`config.mk`:
```
export PLATFORM = sky130hd
export DESIGN_NAME = ripple_freq_meter
export DESIGN_NICKNAME = d
export VERILOG_FILES = /design/src/rtl/freq_meter_pkg.sv /design/src/rtl/sync_edge_det.sv /design/src/rtl/ripple_freq_meter.sv
export SDC_FILE = /design/constraint.sdc
export NUM_CORES = 1
export LEC_CHECK = 0
export ABC_AREA = 1
export CORE_UTILIZATION = 58
export DETAILED_ROUTE_END_ITERATION = 10
export PLACE_DENSITY_LB_ADDON = 0.08
export SYNTH_ARGS = -nofsm -noshare
export SYNTH_HDL_FRONTEND = slang
export SYNTH_HIERARCHICAL = 1
export SYNTH_SLANG_ARGS = --single-unit
```
`constraint.sdc`:
```
create_clock -name clk -period 2.45 [get_ports clk]
set_clock_uncertainty 0.05 [all_clocks]
set_input_delay 0.245 -clock clk [delete_from_list [all_inputs] [get_ports clk]]
set_output_delay 0.245 -clock clk [all_outputs]
set_load 0.01 [all_outputs]
```
`src/rtl/freq_meter_pkg.sv`:
```
// ---------------------------------------------------------------------------
// freq_meter_pkg
// Shared definitions for the ripple-divider frequency meter and the blocks
// that reuse its synchronizer/edge detector.
//   fsm_state_t     : measurement controller states
//   PRIME_CYCLES    : settle time for the default synchronizer depth
//   prime_cycles()  : settle time for any synchronizer depth
// ---------------------------------------------------------------------------
package freq_meter_pkg;

   typedef enum logic [1:0] {
      ST_PRIME   = 2'd0,
      ST_IDLE    = 2'd1,
      ST_MEASURE = 2'd2
   } fsm_state_t;

   localparam int DEF_SYNC_STAGES = 2;

   // The synchronizer plus the previous-sample flop must be flushed before
   // any edge can be trusted after reset.
   function automatic int prime_cycles(input int sync_stages);
      return sync_stages + 1;
   endfunction

   localparam int PRIME_CYCLES = DEF_SYNC_STAGES + 1;

endpackage

```
`src/rtl/sync_edge_det.sv`:
```
// ---------------------------------------------------------------------------
// sync_edge_det
// Multi-flop synchronizer for an asynchronous level followed by a
// rising-edge detector (one previous-sample flop).
//   clk        : system clock
//   rst        : synchronous, active-high reset (clears every flop)
//   sig_in     : asynchronous input
//   edge_det   : one-cycle pulse on a synchronized rising edge
//   sync_level : synchronized level of sig_in
// ---------------------------------------------------------------------------
module sync_edge_det #(
   parameter int SYNC_STAGES = 2
) (
   input  logic clk,
   input  logic rst,
   input  logic sig_in,
   output logic edge_det,
   output logic sync_level
);

   logic [SYNC_STAGES-1:0] sync_q;
   logic                   prev_q;

   always_ff @(posedge clk) begin
      if (rst) begin
         sync_q <= '0;
         prev_q <= 1'b0;
      end else begin
         sync_q <= {sync_q[SYNC_STAGES-2:0], sig_in};
         prev_q <= sync_q[SYNC_STAGES-1];
      end
   end

   assign sync_level = sync_q[SYNC_STAGES-1];
   assign edge_det   = sync_level & ~prev_q;

endmodule

```
`src/rtl/ripple_freq_meter.sv`:
```
// ---------------------------------------------------------------------------
// ripple_freq_meter
// Counts rising edges of an asynchronous input over a programmable gate
// window of clk cycles and reports the count once per window.
//   clk         : system clock
//   rst         : synchronous, active-high reset
//   en          : measurement enable (level)
//   sig_in      : asynchronous signal under measurement
//   gate_len    : window length in clk cycles, sampled at window start
//                 (0 behaves as 1)
//   count_out   : edge count of the last completed window (saturating)
//   count_valid : one-cycle pulse when count_out/overflow update
//   overflow    : last completed window saturated
//   busy        : high while measuring
//
// state      | meaning
// -----------+--------------------------------------------------------------
// ST_PRIME   | flushing synchronizer after reset; edges and en ignored
// ST_IDLE    | waiting for en; loads gate window on en
// ST_MEASURE | gate counting down, edges accumulated; reload on final cycle
//            | when en stays high, abort to idle when en drops early
// ---------------------------------------------------------------------------
module ripple_freq_meter
   import freq_meter_pkg::*;
#(
   parameter int CNT_W       = 8,
   parameter int GATE_W      = 16,
   parameter int SYNC_STAGES = 2
) (
   input  logic              clk,
   input  logic              rst,
   input  logic              en,
   input  logic              sig_in,
   input  logic [GATE_W-1:0] gate_len,
   output logic [CNT_W-1:0]  count_out,
   output logic              count_valid,
   output logic              overflow,
   output logic              busy
);

   localparam int                 PRIME_LEN  = prime_cycles(SYNC_STAGES);
   localparam int                 PRIME_W    = $clog2(PRIME_LEN);
   localparam logic [PRIME_W-1:0] PRIME_LOAD = PRIME_W'(PRIME_LEN - 1);
   localparam logic [PRIME_W-1:0] PRIME_ONE  = PRIME_W'(1);
   localparam logic [GATE_W-1:0]  GATE_ONE   = GATE_W'(1);
   localparam logic [CNT_W-1:0]   CNT_ONE    = CNT_W'(1);
   localparam logic [CNT_W-1:0]   CNT_MAX    = '1;

   fsm_state_t         state_q;
   logic [PRIME_W-1:0] prime_cnt_q;
   logic [GATE_W-1:0]  gate_cnt_q;
   logic [CNT_W-1:0]   edge_cnt_q;
   logic               ovf_q;

   logic               edge_det;
   logic               sync_level;
   logic               count_edge;
   logic [GATE_W-1:0]  gate_load;
   logic               final_cyc;
   logic               cnt_at_max;
   logic [CNT_W-1:0]   edge_cnt_nxt;
   logic               ovf_nxt;

   sync_edge_det #(
      .SYNC_STAGES (SYNC_STAGES)
   ) u_sync_edge_det (
      .clk        (clk),
      .rst        (rst),
      .sig_in     (sig_in),
      .edge_det   (edge_det),
      .sync_level (sync_level)
   );

   // A detected edge always coincides with a settled high level; counting
   // against both keeps the count tied to the synchronized waveform.
   assign count_edge = edge_det & sync_level;

   assign gate_load  = (gate_len == '0) ? GATE_ONE : gate_len;
   assign final_cyc  = (gate_cnt_q == GATE_ONE);
   assign cnt_at_max = (edge_cnt_q == CNT_MAX);

   // Saturating accumulate including this cycle's edge; the overflow flag
   // latches any increment attempted while already at max.
   assign edge_cnt_nxt = (count_edge && !cnt_at_max) ? (edge_cnt_q + CNT_ONE)
                                                     : edge_cnt_q;
   assign ovf_nxt      = ovf_q | (count_edge & cnt_at_max);

   assign busy = (state_q == ST_MEASURE);

   always_ff @(posedge clk) begin
      if (rst) begin
         state_q     <= ST_PRIME;
         prime_cnt_q <= PRIME_LOAD;
         gate_cnt_q  <= '0;
         edge_cnt_q  <= '0;
         ovf_q       <= 1'b0;
         count_out   <= '0;
         overflow    <= 1'b0;
         count_valid <= 1'b0;
      end else begin
         count_valid <= 1'b0;
         case (state_q)
            ST_PRIME: begin
               if (prime_cnt_q == '0) begin
                  state_q <= ST_IDLE;
               end else begin
                  prime_cnt_q <= prime_cnt_q - PRIME_ONE;
               end
            end

            ST_IDLE: begin
               if (en) begin
                  gate_cnt_q <= gate_load;
                  edge_cnt_q <= '0;
                  ovf_q      <= 1'b0;
                  state_q    <= ST_MEASURE;
               end
            end

            ST_MEASURE: begin
               if (final_cyc) begin
                  // Final-cycle edge belongs to this window; reload in the
                  // same cycle so back-to-back windows have no gap.
                  count_out   <= edge_cnt_nxt;
                  overflow    <= ovf_nxt;
                  count_valid <= 1'b1;
                  gate_cnt_q  <= gate_load;
                  edge_cnt_q  <= '0;
                  ovf_q       <= 1'b0;
                  if (!en) begin
                     state_q <= ST_IDLE;
                  end
               end else if (!en) begin
                  // Abort: partial count is dropped, outputs keep last result.
                  state_q <= ST_IDLE;
               end else begin
                  gate_cnt_q <= gate_cnt_q - GATE_ONE;
                  edge_cnt_q <= edge_cnt_nxt;
                  ovf_q      <= ovf_nxt;
               end
            end

            default: begin
               state_q <= ST_PRIME;
            end
         endcase
      end
   end

endmodule

```
==> out/metrics.cfg, run 1 <==
[yosys]
ys_ff_latch=42
synth_area_um2=2703
async_flop_share_pct=0
synthFlopType=dfxtp_1
synth_top_area_cell=dfxtp_1
synth_enable_flop_cells=0
syn_inst=396
ys_types=32
seq_area_frac_synth_pct=31.11
synth_top_area_share_pct=31.11
synth_fp_nets=425
yosysWarnings=6
avgSynthCellArea_um2=6.825
netlist_top_cells_area=dfxtp_1, nand2_1, nor2_1

[clock_tree]
clkTransAtPathRegs_ns=0.09
clockBufferDepth=2
cts_tree=built
cts_buffers=5
clock_latency_ns=0.30
cts_resized=0
root_buffer=clkbuf_8
clock_sinks=42
holdBufCountCts=0
cts_setup_buffers=0
h-tree-depth=2

[timing]
worstMarginPinSlew_ns=0.5049
whs_ns=0.3617
final.setup.tns_ns=0
slew_viol_final=0
finalCriticalPeriod_ns=2.014
post-route-period-util_pct=82.22
clock.fmax_mhz=496.5
setup_viol=0
hold_violations=0
slew_headroom_pct=66.31
rsz0062_at_grt=false

[worst_hold_path]
hp-class=flip-flop to flip-flop

[place]
globalplace.congestion=0.9382
dp.cells=469
portBuffers=30
post-dp-hpwl_mm=4.405

[critical_path]
start_kind=flip-flop
arrival_ns=2.16
cpPeakStageDelay_ns=0.36
cp.required_ns=2.60
cp_cell_sequence=inv_1 -> ha_1 -> inv_1 -> nor2_1 -> nand2_2 -> nand2_8 -> clkinv_4 -> nor2_1 -> nor2_1 -> o21ai_1 -> inv_1
cp_top_family=simple AND/OR/NAND/NOR gates
crit_type=flip-flop to flip-flop
crit_slowest_cell=dfxtp_1
critPathMaxFanout=24
crit_path_end_kind=flip-flop
path_buf_inv=4

[drt]
drt_iter0_markers=149
ant_nets=0
wl_per_cell_um=12.65
drt_pass1_iterations=4
vias=2508
drc=0
viasPerCell=5.258
drt_wl_total_mm=6.032

[grt]
grt_overflow=0
antenna_found_initial=0
grt_max_degree=27
grt_pass1_vias=2336
grt.total_usage_pct=26.42
grt_pass1_wl_mm=10.58

[layout]
final_util_pct=69.98
final_cell_mix=nand2_1, nor2_1, inv_1
register_area_um2=840.8
stdcell_count=477
multiInputGateArea_um2=1558
fillCellCount=391
syn_to_final_growth_pct=14.31
antenna_cells=0
final_common_cell=nand2_1
fin_nets=453
drive_gt1_share_pct=10.59

[die]
die_area_um2=4936
io_pins=31
start_util_pct=61.22
die_w_um=70.26
core-area_um2=4414
rows=24
fp.dieH_um=70.26

[power_and_ir_drop]
powerDensity_nw_per_um2=974.6
finalPower_mw=3.011
ir_worst_vdd_mv=0.6102
power.leakage_nw=1.374

[outcome]
status=complete, no violations

[job]
maxCapViolCount=0

## report_power, final
group	switching (mW)	leakage, nW	internal [mW]
clock	0.260	0.0514	0.304
sequential	0.131	0.343	0.805
combinational	0.985	0.979	0.526
## synth_stat cells, types with 7 or more instances
| library cell | instances |
|---|---|
| xor2_1 | 11 |
| o21ai_0 | 18 |
| nand2_1 | 90 |
| a21oi_2 | 8 |
| nor2_1 | 55 |
| a21oi_1 | 28 |
| nand3_1 | 21 |
| ha_1 | 9 |
| o21ai_1 | 8 |
| nor2_4 | 7 |
| dfxtp_1 | 42 |
| inv_1 | 50 |
## through the flow
stage	area, um^2	setup slack (ns)
finish	3089	0.4357
global route	3089	0.2474
CTS	3089	0.4282
detailed placement	2979	0.4709
global placement	2979	0.5852
floorplan	2703	0.7857
## cell type report
class                   instances  area share, %
well taps                      52          2.106
clock inverters                 2          1.215
repair buffers                 31          9.964
flip-flops and latches         42          27.22
multi-input cells             290          50.43
clock buffers                   6          2.349
inverters                      54          6.723
## routing by layer
| layer | global-route usage, % | share of wire, % | vias to the layer above |
|---|---|---|---|
| met1 | 37.55 | 50 | 1122 |
| met5 | 0 | 0 | - |
| met4 | 8.000 | 1.4 | 0 |
| li1 | - | - | 1315 |
| met2 | 41.38 | 44 | 61 |
| met3 | 3.608 | 4.9 | 10 |
## final timing paths
check | startpoint | endpoint | slack [ns] | cells after the start
setup / recovery | state_q[0] | gate_cnt_q[4] | 0.44 | 11
hold / removal | u_sync_edge_det/sync_q[0] | u_sync_edge_det/sync_q[1] | 0.36 | 2
setup reg to reg | state_q[0] | gate_cnt_q[4] | 0.44 | 11
hold reg to reg | u_sync_edge_det/sync_q[0] | u_sync_edge_det/sync_q[1] | 0.36 | 2
## tightest hold or removal path, delay by kind of cell (launching register included)
kind,cells,cell delay (ns)
buffers and inverters,1,0.04
DFF,1,0.30
and+or+nand+nor,1,0.03
## sequential cells by signal, indices dropped and copies added, names as in the netlist
register	cells
ovf_q	1
edge_cnt_q	8
gate_cnt_q	16
count_out	8
u_sync_edge_det/prev_q	1
state_q	2
prime_cnt_q	2
u_sync_edge_det/sync_q	2
count_valid	1
overflow	1
## cells by family after synthesis
| kind of cell | count (synthesis) | share of synthesized area [%] |
|---|---|---|
| XOR/XNOR | 12 | 3.889 |
| flip-flops | 42 | 31.11 |
| buffers and inverters | 64 | 11.25 |
| AND/OR/NAND/NOR | 199 | 34.95 |
| adder cells (fa/ha/maj) | 9 | 4.167 |
| AO/OA/AOI/OAI | 70 | 14.63 |
Note: power is estimated with default switching activity, not from simulation.
==> run 2: changes to the inputs <==
CORE_UTILIZATION = 56   (was 58)
clock period = 1.9 ns   (was 2.45 ns; I/O delays follow)
==> run 2 against run 1 <==
Net effect: combinational power up 35%; non-clock buffer count up 7; setup slack worse by 0.28 ns; critical path depth down 3; hold slack worse by 0.0058 ns; design area up 2.2%; cell count up 1.5%; flip-flop and latch count unchanged; fmax up 15%; sequential share of layout area down 0.55 points; critical path type unchanged; critical endpoint unchanged; largest power group unchanged; highest routed layer unchanged.
==> out/metrics.cfg, run 2 (synthesized netlist as in run 1, its figures left out) <==
[die]
start_util_pct=60.00
fp.dieH_um=71.47
die_area_um2=5108
die_w_um=71.47
rows=24
io_pins=31
core-area_um2=4504

[grt]
grt_max_degree=21
grt.total_usage_pct=25.87
gr-usage-met3_pct=4.641
antenna_found_initial=0
grt_pass1_wl_mm=10.38
grt_pass1_vias=2253
grt.busiest_layer=met2
groute.layer.met1.usage_pct=36.41
grt_overflow=0
use_met2_pct=40.95

[layout]
largest-register=gate_cnt_q
final_cell_mix=nand2_1, nor2_1, inv_1
antenna_cells=0
stdcell_count=484
largest_reg_flops=16
drive_gt1_share_pct=12.50
syn_to_final_growth_pct=16.85
final_util_pct=70.11
reg.largest.list=gate_cnt_q x16, count_out x8, edge_cnt_q x8
final_common_cell=nand2_1
design_area_um2=3158
fin_nets=460

[drt]
viasPerCell=5.236
drt_iter0_markers=135
wl_per_cell_um=12.64
drt_wl_total_mm=6.120
vias=2534
drt_pass1_iterations=4
ant_nets=0
drc=0

[power_and_ir_drop]
power.leakage_nw=1.426
powerDensity_nw_per_um2=1257
ir_worst_vdd_mv=0.7804

[worst_hold_path]
min-delay-start=sig_in
worstHoldEndpoint=u_sync_edge_det/sync_q[0]
hp-class=input port to flip-flop
min_path_cells=3

[critical_path]
rrSetupSlack_ns=0.15
reg2regPathDepth=8
worstReg2RegStart=state_q[1]
start_kind=flip-flop
crit_path_end_kind=flip-flop
crit_type=flip-flop to flip-flop
cp.required_ns=2.05
critPathMaxFanout=13
r2r_end=gate_cnt_q[4]
arrival_ns=1.90

[place]
dp.cells=476
post-dp-hpwl_mm=4.395
globalplace.congestion=0.8773
portBuffers=30
dpl-instance-area_um2=3032

[timing]
worstMarginPinSlew_ns=0.5177
rsz0062_at_grt=false
setup_viol=0
clock.fmax_mhz=572.1
post-route-period-util_pct=92.00
slew_viol_final=0
whs_ns=0.3559
final.setup.tns_ns=0
finalCriticalPeriod_ns=1.748
hold_violations=0
slew_headroom_pct=65.45

[clock_tree]
h-tree-depth=2
clock_latency_ns=0.30
root_buffer=clkbuf_8
clockBufferDepth=2
cts_setup_buffers=0
clkTransAtPathRegs_ns=0.08
cts_tree=built
clock_sinks=42
cts_buffers=5

[job]
maxCapViolCount=0

[outcome]
status=complete, no violations

## run 2: layout make-up
type / count / area (um^2)
tap: 52 / 65.06
sequential: 42 / 842.1
multi-input combinational: 290 / 1568
inverter: 54 / 210.2
fill: 400 / 1346
clock buffer: 6 / 72.57
clock inverter: 2 / 37.54
timing repair buffer: 38 / 362.8
## run 2: stage by stage
step | setup WS [ns] | power, mW
floorplan | 0.2357 | 2.888
finish | 0.1520 | 3.969
global route | 0.02569 | 4.315
CTS | 0.01467 | 3.958
detailed placement | 0.04899 | 3.218
global placement | 0.1199 | 3.198
## run 2: power breakdown
part / leakage (nW) / internal, mW / switching (mW)
registers: 0.343 / 1.04 / 0.169
logic: 1.03 / 0.737 / 1.31
clock network: 0.0514 / 0.392 / 0.323
## run 2: worst max path at each step
stage	from	end	slack [ns]	cells past startpoint
2_1_floorplan	state_q[0]	gate_cnt_q[0]	0.24	11
3_3_place_gp	en	gate_cnt_q[4]	0.12	7
3_5_place_dp	state_q[0]	gate_cnt_q[4]	0.05	8
4_1_cts	state_q[0]	busy	0.01	4
5_1_grt	state_q[0]	edge_cnt_q[5]	0.03	9
6_report	state_q[1]	gate_cnt_q[4]	0.15	8
## run 2: what timing repair did
action	in CTS	in global routing
hold buffers	0	0
endpoints found under the setup margin	0	25
endpoints found under the hold margin	0	0
gates resized for setup	0	5
## run 2: worst max-delay path, stage by stage, from the launching register on
cell and delay (ns):
dfxtp_1 0.36, inv_1 0.10, ha_1 0.29, inv_1 0.05, nor2_2 0.21, nand2_8 0.15
buf_4 0.23, o21ai_1 0.15, inv_1 0.05
## run 2: layer usage
metal,up-vias,share of wire [%]
li1,1323,-
met1,1138,51
met2,67,43
met3,6,5.0
met4,0,0.90
met5,-,0
==> run 3: changes to the inputs <==
CTS_CLUSTER_DIAMETER = 100   (was default)
==> results of run 3 <==
Final layout, timing and power as in run 2 (identical DEF).
